`src/rtl/fc_cfg_apb_arbiter.sv`:
```
// rtl/fc_cfg_apb_arbiter.sv - round-robin arbiter sharing one APB config target among NUM_REQ requesters
//
// Purpose: grants one requester at a time (round-robin from the last owner),
// runs the APB SETUP/ACCESS handshake, returns read data/response to the
// owner with a one-cycle done pulse, and aborts ACCESS phases stalled by pready.
//
// Ports:
//   clk, rst                   clock, asynchronous active-high reset
//   req/req_write              per-requester request and direction
//   req_addr/req_wdata         packed per-requester payload (slot i at [i*W +: W])
//   done                       one-cycle completion pulse to the owner
//   rsp_rdata/rsp_err          response, valid while done!=0, held afterwards
//   psel/penable/pwrite        APB control
//   paddr/pwdata/prdata        APB address and data
//   pready/pslverr             APB completion and error
//   timeout_cnt                saturating count of watchdog aborts

module fc_cfg_apb_arbiter #(
  parameter int NUM_REQ     = 3,
  parameter int ADDR_W      = 32,
  parameter int DATA_W      = 32,
  parameter int TIMEOUT_CYC = 256
) (
  input  logic                      clk,
  input  logic                      rst,
  input  logic [NUM_REQ-1:0]        req,
  input  logic [NUM_REQ-1:0]        req_write,
  input  logic [NUM_REQ*ADDR_W-1:0] req_addr,
  input  logic [NUM_REQ*DATA_W-1:0] req_wdata,
  output logic [NUM_REQ-1:0]        done,
  output logic [DATA_W-1:0]         rsp_rdata,
  output logic                      rsp_err,
  output logic                      psel,
  output logic                      penable,
  output logic                      pwrite,
  output logic [ADDR_W-1:0]         paddr,
  output logic [DATA_W-1:0]         pwdata,
  input  logic [DATA_W-1:0]         prdata,
  input  logic                      pready,
  input  logic                      pslverr,
  output logic [7:0]                timeout_cnt
);

  localparam int PTR_W   = (NUM_REQ > 1) ? $clog2(NUM_REQ) : 1;
  localparam int TO_LAST = (TIMEOUT_CYC > 0) ? TIMEOUT_CYC - 1 : 0;
  localparam int WD_W    = (TO_LAST > 0) ? $clog2(TO_LAST + 1) : 1;

  localparam logic [PTR_W-1:0] LAST_RST = PTR_W'(NUM_REQ - 1);
  localparam logic [WD_W-1:0]  WD_LAST  = WD_W'(TO_LAST);

  typedef enum logic [1:0] {
    S_IDLE,
    S_SETUP,
    S_ACCESS,
    S_DONE
  } state_t;

  state_t              state_q, state_d;
  logic [PTR_W-1:0]    owner_q, owner_d;
  logic [PTR_W-1:0]    last_q, last_d;
  logic [WD_W-1:0]     wd_q, wd_d;
  logic                psel_q, psel_d;
  logic                penable_q, penable_d;
  logic                pwrite_q, pwrite_d;
  logic [ADDR_W-1:0]   paddr_q, paddr_d;
  logic [DATA_W-1:0]   pwdata_q, pwdata_d;
  logic [NUM_REQ-1:0]  done_q, done_d;
  logic [DATA_W-1:0]   rsp_rdata_q, rsp_rdata_d;
  logic                rsp_err_q, rsp_err_d;
  logic [7:0]          tmo_cnt_q, tmo_cnt_d;

  logic                gnt_valid;
  logic [PTR_W-1:0]    gnt_idx;

  // Scan from farthest to nearest after last_q so the nearest set bit wins.
  always_comb begin
    int j;
    gnt_valid = 1'b0;
    gnt_idx   = '0;
    j         = 0;
    for (int k = NUM_REQ; k >= 1; k--) begin
      j = (int'(last_q) + k) % NUM_REQ;
      if (req[j]) begin
        gnt_valid = 1'b1;
        gnt_idx   = PTR_W'(j);
      end
    end
  end

  always_comb begin
    state_d     = state_q;
    owner_d     = owner_q;
    last_d      = last_q;
    wd_d        = wd_q;
    psel_d      = psel_q;
    penable_d   = penable_q;
    pwrite_d    = pwrite_q;
    paddr_d     = paddr_q;
    pwdata_d    = pwdata_q;
    done_d      = '0;
    rsp_rdata_d = rsp_rdata_q;
    rsp_err_d   = rsp_err_q;
    tmo_cnt_d   = tmo_cnt_q;

    case (state_q)
      S_IDLE: begin
        if (gnt_valid) begin
          owner_d  = gnt_idx;
          pwrite_d = req_write[gnt_idx];
          paddr_d  = req_addr[int'(gnt_idx)*ADDR_W +: ADDR_W];
          pwdata_d = req_wdata[int'(gnt_idx)*DATA_W +: DATA_W];
          psel_d   = 1'b1;
          wd_d     = '0;
          state_d  = S_SETUP;
        end
      end

      S_SETUP: begin
        penable_d = 1'b1;
        state_d   = S_ACCESS;
      end

      S_ACCESS: begin
        // pready wins over a watchdog expiry in the same cycle.
        if (pready) begin
          rsp_rdata_d     = pwrite_q ? '0 : prdata;
          rsp_err_d       = pslverr;
          done_d[owner_q] = 1'b1;
          psel_d          = 1'b0;
          penable_d       = 1'b0;
          last_d          = owner_q;
          state_d         = S_DONE;
        end else if ((TIMEOUT_CYC != 0) && (wd_q == WD_LAST)) begin
          rsp_rdata_d     = '0;
          rsp_err_d       = 1'b1;
          done_d[owner_q] = 1'b1;
          psel_d          = 1'b0;
          penable_d       = 1'b0;
          last_d          = owner_q;
          tmo_cnt_d       = (tmo_cnt_q == 8'hFF) ? tmo_cnt_q : tmo_cnt_q + 8'd1;
          state_d         = S_DONE;
        end else begin
          wd_d = wd_q + 1'b1;
        end
      end

      // Dead cycle: the owner sees done and can drop req before the next scan.
      S_DONE: begin
        state_d = S_IDLE;
      end

      default: begin
        state_d   = S_IDLE;
        psel_d    = 1'b0;
        penable_d = 1'b0;
      end
    endcase
  end

  always_ff @(posedge clk or posedge rst) begin
    if (rst) begin
      state_q     <= S_IDLE;
      owner_q     <= '0;
      last_q      <= LAST_RST;
      wd_q        <= '0;
      psel_q      <= 1'b0;
      penable_q   <= 1'b0;
      pwrite_q    <= 1'b0;
      paddr_q     <= '0;
      pwdata_q    <= '0;
      done_q      <= '0;
      rsp_rdata_q <= '0;
      rsp_err_q   <= 1'b0;
      tmo_cnt_q   <= '0;
    end else begin
      state_q     <= state_d;
      owner_q     <= owner_d;
      last_q      <= last_d;
      wd_q        <= wd_d;
      psel_q      <= psel_d;
      penable_q   <= penable_d;
      pwrite_q    <= pwrite_d;
      paddr_q     <= paddr_d;
      pwdata_q    <= pwdata_d;
      done_q      <= done_d;
      rsp_rdata_q <= rsp_rdata_d;
      rsp_err_q   <= rsp_err_d;
      tmo_cnt_q   <= tmo_cnt_d;
    end
  end

  assign done        = done_q;
  assign rsp_rdata   = rsp_rdata_q;
  assign rsp_err     = rsp_err_q;
  assign psel        = psel_q;
  assign penable     = penable_q;
  assign pwrite      = pwrite_q;
  assign paddr       = paddr_q;
  assign pwdata      = pwdata_q;
  assign timeout_cnt = tmo_cnt_q;

endmodule

```
`config.mk`:
```
export PLATFORM = sky130hd
export DESIGN_NAME = fc_cfg_apb_arbiter
export DESIGN_NICKNAME = d
export VERILOG_FILES = /design/src/rtl/fc_cfg_apb_arbiter.sv
export SDC_FILE = /design/constraint.sdc
export NUM_CORES = 1
export LEC_CHECK = 0
export BUFFER_PORTS_ARGS = -buffer_cell sky130_fd_sc_hd__buf_2
export CAP_MARGIN = 20
export CORE_ASPECT_RATIO = 1.1
export CORE_MARGIN = 3
export CORE_UTILIZATION = 25
export CTS_CLUSTER_DIAMETER = 150
export CTS_CLUSTER_SIZE = 24
export DETAILED_ROUTE_END_ITERATION = 10
export PLACE_DENSITY = 0.47
export SLEW_MARGIN = 10
export SYNTH_ARGS = -nofsm -noshare
export SYNTH_HDL_FRONTEND = slang
export SYNTH_SLANG_ARGS = --single-unit
```
`constraint.sdc`:
```
create_clock -name clk -period 4.19 [get_ports clk]
set_input_delay 0 -clock clk [delete_from_list [all_inputs] [get_ports clk]]
set_output_delay 0 -clock clk [all_outputs]
set_load 0.05 [all_outputs]
```
# Yosys cells after proc, flatten, opt, wreduce, memory -nomap -nowiden
# Index checks and enable logic that the tools add are counted.
[totals]
latchBits = 0
mem_bits_ro = 0
register_bits = 125
input_bits = 234
mem_count = 0
mem_bits_rw = 0
wordCells = 94
[op_classes]
n_shift = 2
mul = 0
reduce_logical = 12
n_eq_ne = 9
n_div = 3
mux = 42
n_addsub = 5
magnitude_cmp = 6
bitwise = 2
[ops]
columns = ["operator", "n"]
rows = [
  ["$shiftx 96x8->32", 2],
  ["$lt 32x4->1 const B", 3],
  ["$mod 32x3->32 const B", 3],
  ["$mux 32", 3],
  ["$mux 8", 3],
  ["$add 8x1->8 const B", 2],
  ["$eq 8x8->1 const B", 2],
  ["$mux 1", 16],
  ["$mux 2", 8],
  ["$pmux 8 s2", 1],
  ["$mux 3", 3],
  ["$bmux 1 s2", 4],
  ["$pmux 2 s4", 1],
  ["$reduce_and 2->1", 4],
  ["$reduce_and 4->1", 2],
  ["$add 2x2->3 const B", 2],
  ["$lt 2x3->1 const B", 2],
  ["$ne 2x2->1 const B", 3],
  ["$reduce_bool 2->1", 3],
  ["$eq 2x2->1 const B", 2],
  ["$pmux 1 s2", 2],
  ["$add 2x1->3 const B", 1],
  ["$ne 3x3->1 const B", 1],
  ["$reduce_and 3->1", 1],
  ["other kinds (6)", 7],
]

# Logic depth before layout (Yosys ltp)
# Gate-level depths: netlist of run 1.
[logic_depth]
ltp_word = 10
mapped_depth = 12
ltp_nobuf = 8

# Worst setup path before layout of run 1
# OpenSTA, ideal clock, no wires.
[synth_timing]
path_kind = "register -> register"
startpoint = "register last_q[1]"
endpoint = "register paddr_q[21], in the netlist paddr[21]"
setup_ps = 128
period_less_slack_ps = 2376
arrival_time_ps = 2247
stages_incl_launch_ff = 10
setup_slack_ps = 1814
t_required_ps = 4062
path_cell_list = "dfstp_2 -> inv_1 -> ha_1 -> mux2_2 -> a21oi_2 -> o311ai_4 -> clkbuf_1 -> or2_2 -> a221oi_1 -> o21ai_1"
[synth_between]
elab_chain_len = 9
[synth_lines]
columns = ["element", "line", "source"]
rows = [
  ["start: declaration", "60", "logic [PTR_W-1:0] last_q, last_d;"],
  ["start signal: assignment", "178", "last_q <= last_d;"],
  ["$add 2x2->3", "82", "j = (int'(last_q) + k) % NUM_REQ;"],
  ["$mod 32x3->32", "82", ""],
  ["$bmux 1 s2", "83", "if (req[j]) begin"],
  ["$mux 1 (implied by the code) (2 in a row)", "83", ""],
  ["$mux 2 / $mux 1 (equally long branches) (3 in a row)", "83", ""],
  ["$shiftx 96x8->32 / $reduce_and 2->1 (equally long branches)", "n/a", ""],
  ["end signal: assignment", "183", "paddr_q <= paddr_d;"],
  ["end: declaration", "65", "logic [ADDR_W-1:0] paddr_q, paddr_d;"],
]
# Several ways; a longest one is shown, not always the timed one. The select of a mux whose other input is x is not followed.
# A chain may end at the register's enable or synchronous reset.

# Worst setup path in the final report of run 1
[layout_timing]
startpoint = "register last_q[1]"
endpoint = "register paddr_q[17], in the netlist paddr[17]"
# The elaborated chain is that of the path after synthesis.

==> flow_summary.json, run 1 <==
{
  "critPathCaptureType": "register",
  "crit_required_ns": 4.47,
  "max_clock_freq_mhz": 260.4,
  "post-route-cell-area_um2": 11340,
  "synth_largest_area_cell": "dfrtp_1",
  "power.total_mw": 10.08,
  "final.min_clock_period_ns": 3.841,
  "synth.avg_cell_area_um2": 8.709,
  "via_count": 7662,
  "hold_viol": 0,
  "p_switching_mw": 4.927,
  "io_pins": 345,
  "dieWidth_um": 165.8,
  "cts_resized": 0,
  "htree_levels": 4,
  "fp-row-count": 63,
  "worstSkewPairLatency_ns": 0.41,
  "drt-vias-per-instance": 4.618,
  "p_seq_frac": 0.194,
  "clockBufferDepth": 2,
  "post-place-ws_ns": 1.252,
  "path_buf_inv": 3,
  "io_buffers": 344,
  "setup_viol": 0,
  "p_int_mw": 5.156,
  "fp.dieH_um": 181.7,
  "cts_inserted_buffers": 17,
  "synth_seq_area_share": 0.4458,
  "gr-total-overflow": 0,
  "path_clk_slew_ns": 0.06,
  "synthAdderAreaFrac": 0.01783,
  "syn-num-nets": 1050,
  "cts_root_buffer": "clkbuf_16",
  "gp_congestion": 0.8087,
  "route.detailed.drc": 0,
  "finalCritPeriodShare": 0.9167,
  "synth_area_leaders": "dfrtp_1 44%, nand2_1 12%, o21ai_0 6.6%, or2_2 4.7%, a221oi_2 4.3%",
  "crit_fanout": 108,
  "yosys_warnings": 0,
  "placed_cell_area_um2": 9049,
  "final_common_cell": "buf_2",
  "syn_inst": 806,
  "syn_area_um2": 7019,
  "worstPathArrival_ns": 4.13,
  "drt_iter0_markers": 406,
  "die_area_um2": 30130,
  "ant_nets": 0,
  "skew_ns": 0.01336,
  "dp_hpwl_mm": 18.01,
  "pwr-share-comb": 0.663,
  "n_antenna_cell": 0,
  "max_cap_violations": 0,
  "grt_max_degree": 109,
  "netlist.area_leader.share": 0.4421,
  "synth_edf_count": 0,
  "worstSetupStartpointType": "register",
  "synth-simple-area-share": 0.2098,
  "final_cell_mix": "344 x buf_2, 217 x nand2_1, 172 x dlygate4sd3_1",
  "cp_slowest_cell": "dlygate4sd3_1",
  "finalMaxSlewViolations": 0,
  "crit_path_cell_trace": "ha_1 -> mux2i_4 -> o21ai_1 -> o311ai_4 -> buf_12 -> nand2_1 -> a221oi_2 -> dlygate4sd3_1 -> o21ai_1 -> dlygate4sd3_1",
  "areaGrowthSynthToFinish_pct": 61.55,
  "synth_xor_area_frac": 0.01622,
  "synth-async-reset-ratio": 1.000,
  "reg2reg_slack_ns": 0.35,
  "nets": 1533,
  "max-vdd-ir-drop_uv": 460.7,
  "switching_share": 0.4886,
  "cp_slowest_stage_delay_ns": 0.59,
  "critical_path.top_delay_family": "buffers and inverters",
  "fill_cells": 2786,
  "status": "complete, no violations",
  "worst_pin_slew_ns": 0.8873,
  "cts.sinks": 125,
  "slew_headroom": 0.4085,
  "synthFlopType": "dfrtp_1",
  "wl_mm": 26.65,
  "powerDensity_nw_per_um2": 889.2,
  "cts_tree": "built",
  "synth_compound_area_frac": 0.2353,
  "antenna_found_initial": 1,
  "grt_pass1_vias": 7921,
  "start_util": 0.2574,
  "grt_pass1_wl_mm": 42.01,
  "drive_gt1_frac": 0.3656,
  "wl_per_cell_um": 16.07,
  "ys_types": 45,
  "grt.total_usage": 0.1720,
  "setup-tns-final_ns": 0,
  "synth_seq_cells": 125,
  "synthMuxAreaShare": 0.02977,
  "worst-setup-path-type": "reg2reg",
  "p_clk_frac": 0.143,
  "synth_top_family_by_area": "compound AO/OA/AOI/OAI gates",
  "hold_path_class": "in2reg",
  "fin_ws_ns": 0.3491,
  "drtPass1Iterations": 4,
  "total_leakage_power_nw": 5.620,
  "core_area_um2": 27270,
  "rsz0062_at_grt": "no"
}
-- final cells by class --
cell class              instances  area [um2]  area share
clock buffers                  21       460.4     0.04060
clock inverters                11       108.9    0.009599
inverters                       9       38.79    0.003421
multi-input cells             608        3597      0.3172
flip-flops and latches        125        3129      0.2760
well taps                     357       446.7     0.03939
repair buffers                528        3558      0.3138
-- power groups by stage --
| stage | Sequential [mW] | Combinational, mW | Clock (mW) |
|---|---|---|---|
| 2_1_floorplan | 3.44 | 2.87 | 0 |
| 3_3_place_gp | 1.97 | 5.68 | 0 |
| 3_5_place_dp | 1.98 | 5.72 | 0 |
| 4_1_cts | 1.97 | 6.72 | 1.50 |
| 5_1_grt | 2.03 | 7.26 | 1.55 |
| 6_report | 1.96 | 6.68 | 1.44 |
-- registers in the layout, summed over array words and instances (netlist names), 2 cells and up --
name and cells:
paddr 32, state_q 2, timeout_cnt 8, rsp_rdata 32, last_q 2, pwdata 32
done 3, wd_q 8, owner_q 2
-- cells in the mapped netlist, types with 2 or more instances --
| cell type | number |
|---|---|
| a22o_1 | 12 |
| inv_1 | 9 |
| nand3_1 | 5 |
| o21ai_1 | 56 |
| nand3b_1 | 2 |
| a21oi_1 | 4 |
| a31oi_1 | 2 |
| buf_4 | 2 |
| buf_2 | 11 |
| o21ai_0 | 92 |
| and4_1 | 2 |
| nand2b_1 | 4 |
| clkbuf_1 | 45 |
| mux2_2 | 5 |
| a221oi_1 | 34 |
| and2_1 | 5 |
| nand2_1 | 218 |
| mux2i_1 | 13 |
| nand4_1 | 5 |
| buf_6 | 3 |
| or2_2 | 53 |
| nor2_1 | 11 |
| dfrtp_1 | 124 |
| and3b_1 | 2 |
| and3_1 | 8 |
| nor3_1 | 2 |
| a21o_1 | 2 |
| nor2b_1 | 6 |
| a22oi_1 | 11 |
| xor2_1 | 8 |
| xnor2_1 | 5 |
| ha_1 | 10 |
| buf_1 | 3 |
| nor3b_1 | 2 |
| a221oi_2 | 20 |
-- through the flow --
| step | utilization | hold WS (ns) | cells |
|---|---|---|---|
| after floorplan | - | 0.1327 | 806 |
| after global placement | 0.3318 | 0.2323 | 1455 |
| after detailed placement | 0.3318 | 0.2302 | 1455 |
| after CTS | 0.4158 | 0.1308 | 1659 |
| after global routing | 0.4158 | 0.1651 | 1659 |
| final | 0.4158 | 0.1474 | 1659 |
-- layer usage --
metal,up-vias,share of wire,GRT usage
met5,-,0.00049,0
met1,3593,0.42,0.2055
li1,3783,-,-
met2,262,0.49,0.2998
met4,2,0.013,0.04559
met3,22,0.070,0.05465
-- worst paths after layout --
check / to / cells past startpoint / from
max: paddr[17] / 10 / last_q[1]
min: rsp_rdata[12] / 4 / pready
max reg2reg: paddr[17] / 10 / last_q[1]
min reg2reg: rsp_rdata[22] / 2 / rsp_rdata[22]
max in group asynchronous: last_q[1] / 4 / rst
min in group asynchronous: rsp_rdata[9] / 3 / rst
-- logic make-up (layout without fill, tap and decap cells) --
logic type	Yosys count	count (layout)
flip-flops	125	125
multiplexers	19	19
AND/OR/NAND/NOR	326	326
XOR/XNOR	13	13
buffers and inverters	73	569
AO/OA/AOI/OAI	240	240
adder cells (fa/ha/maj)	10	10
-- repair_timing --
action                    CTS  global route
hold endpoints to repair  191             0
hold buffers              172             0
buffers inserted            0             0
-- tightest hold or removal path, stage by stage --
cell     delay (ns)
buf_2          0.15
o21ai_4        0.19
nand2_1        0.11
o21ai_0        0.07
Note: power is estimated with default switching activity, not from simulation.
==> run 2: changes to the inputs <==
--- a/config.mk
+++ b/config.mk
@@ -6,7 +6,7 @@
 export NUM_CORES = 1
 export LEC_CHECK = 0
 export BUFFER_PORTS_ARGS = -buffer_cell sky130_fd_sc_hd__buf_2
-export CAP_MARGIN = 20
+export CAP_MARGIN = 40
 export CORE_ASPECT_RATIO = 1.1
 export CORE_MARGIN = 3
 export CORE_UTILIZATION = 25
@@ -14,6 +14,7 @@
 export CTS_CLUSTER_SIZE = 24
 export DETAILED_ROUTE_END_ITERATION = 10
 export PLACE_DENSITY = 0.47
+export REMOVE_ABC_BUFFERS = 1
 export SLEW_MARGIN = 10
 export SYNTH_ARGS = -nofsm -noshare
 export SYNTH_HDL_FRONTEND = slang
==> run 2 against run 1 <==
- worst setup slack got worse by 0.041 ns
- highest routed layer unchanged
- global-route usage rose by 0.90 points
- clock skew grew 0.0045 ns
==> flow_summary.json, run 2 (same netlist as run 1, synthesis figures left out) <==
{
  "slew_headroom": 0.4598,
  "hold_viol": 0,
  "drt_iter0_markers": 384,
  "min_to": "rsp_rdata[31]",
  "cts_root_buffer": "clkbuf_16",
  "total_leakage_power_nw": 5.701,
  "hold_depth": 4,
  "worstSetupStartpointType": "register",
  "final_cell_mix": "344 x buf_2, 217 x nand2_1, 180 x dlygate4sd3_1",
  "max_cap_violations": 0,
  "powerDensity_nw_per_um2": 907.3,
  "gp_congestion": 0.7958,
  "areaGrowthSynthToFinish_pct": 64.19,
  "timing.rr.start": "last_q[1]",
  "fp-row-count": 63,
  "reg2reg_slack_ns": 0.31,
  "final_common_cell": "buf_2",
  "skew_ns": 0.01782,
  "start_util": 0.2574,
  "grt_pass1_vias": 8022,
  "finalCritPeriodShare": 0.9265,
  "post-route-cell-area_um2": 11520,
  "die_area_um2": 30130,
  "max_clock_freq_mhz": 257.6,
  "cts.sinks": 125,
  "antenna_found_initial": 3,
  "fp.dieH_um": 181.7,
  "crit_fanout": 108,
  "critPathCaptureType": "register",
  "drive_gt1_frac": 0.3621,
  "io_pins": 345,
  "setup_viol": 0,
  "dp_hpwl_mm": 18.70,
  "route.detailed.drc": 0,
  "power.total_mw": 10.46,
  "crit_required_ns": 4.48,
  "gr-total-overflow": 0,
  "grt_max_degree": 109,
  "worst_pin_slew_ns": 0.8103,
  "wl_per_cell_um": 16.79,
  "grt.total_usage": 0.1810,
  "final_util": 0.4226,
  "final.min_clock_period_ns": 3.882,
  "finalMaxSlewViolations": 0,
  "path_clk_slew_ns": 0.06,
  "worstPathArrival_ns": 4.17,
  "grt_pass1_wl_mm": 44.06,
  "max-vdd-ir-drop_uv": 442.7,
  "setup-tns-final_ns": 0,
  "clockBufferDepth": 2,
  "ant_nets": 0,
  "rr_endpoint": "pwdata[16]",
  "rsz0062_at_grt": "no",
  "core_area_um2": 27270,
  "hold_path_class": "in2reg",
  "postCtsSetupRepairBufs": 0,
  "via_count": 7745,
  "drtPass1Iterations": 4,
  "worst-setup-path-type": "reg2reg",
  "io_buffers": 344,
  "cts_tree": "built",
  "cts_inserted_buffers": 17,
  "hp-start": "pready",
  "placed_cell_area_um2": 9086,
  "wl_mm": 28.00,
  "htree_levels": 4,
  "worstSkewPairLatency_ns": 0.42,
  "cts_resized": 0,
  "dieWidth_um": 165.8,
  "r2r_cells": 10,
  "nets": 1540,
  "drt-vias-per-instance": 4.643,
  "status": "complete, no violations"
}
-- run 2: cell types whose count changed in the layout (fill, tap and decap cells not counted), sizes merged --
cell         previous run  this run
bufinv                  1         4
diode                   0         2
dlygate4sd3           172       180
buf                   356       355
clkinvlp                1         0
clkinv                  6         4
-- run 2: worst max path at each step --
stage | start | end | depth (start not counted)
detailed placement | last_q[1] | pwdata[3] | 7
floorplan | last_q[1] | paddr[0] | 7
global placement | last_q[1] | pwdata[3] | 7
finish | last_q[1] | pwdata[16] | 10
CTS | last_q[1] | pwdata[16] | 10
global route | last_q[1] | pwdata[16] | 10
-- run 2: worst max-delay path, cell delays in order (launching register included) --
cell,delay [ns]
dfstp_2,0.55
ha_1,0.35
mux2i_4,0.32
o21ai_1,0.12
o311ai_4,0.35
buf_12,0.37
nand2_1,0.11
a221oi_1,0.32
dlygate4sd3_1,0.60
o21ai_1,0.06
dlygate4sd3_1,0.55
-- run 2: metal layers --
metal / GRT usage / part of all wire
met5: 0 / 0.0015
met4: 0.04526 / 0.013
met3: 0.06379 / 0.084
met2: 0.2983 / 0.47
met1: 0.2276 / 0.43
-- run 2: where the power goes --
| part | internal [mW] | switching, mW |
|---|---|---|
| combinational | 2.70 | 4.16 |
| clock | 1.02 | 0.608 |
| sequential | 1.70 | 0.258 |
| total | 5.43 | 5.03 |
-- run 2: final cells by class --
class | count | area (um2)
Inverter | 9 | 38.79
Sequential cell | 125 | 3129
Fill cell | 2817 | 15750
Clock inverter | 11 | 181.4
Tap cell | 357 | 446.7
Multi-Input combinational cell | 608 | 3597
Antenna cell | 2 | 5.005
Timing Repair Buffer | 535 | 3676
Clock buffer | 21 | 450.4
-- run 2: metrics by stage --
| step | hold slack, ns | instances | setup WS (ns) |
|---|---|---|---|
| 2_1_floorplan | 0.1327 | 742 | -0.009979 |
| 3_3_place_gp | 0.2215 | 1453 | 1.112 |
| 3_5_place_dp | -0.02203 | 1454 | 1.113 |
| 4_1_cts | 0.006638 | 1666 | 0.3953 |
| 5_1_grt | 0.04181 | 1666 | 0.08412 |
| 6_report | 0.03119 | 1668 | 0.3080 |
-- run 2: repair_timing --
action,in CTS,in global routing
hold buffers,180,0
endpoints found under the setup margin,0,0
endpoints found under the hold margin,194,0
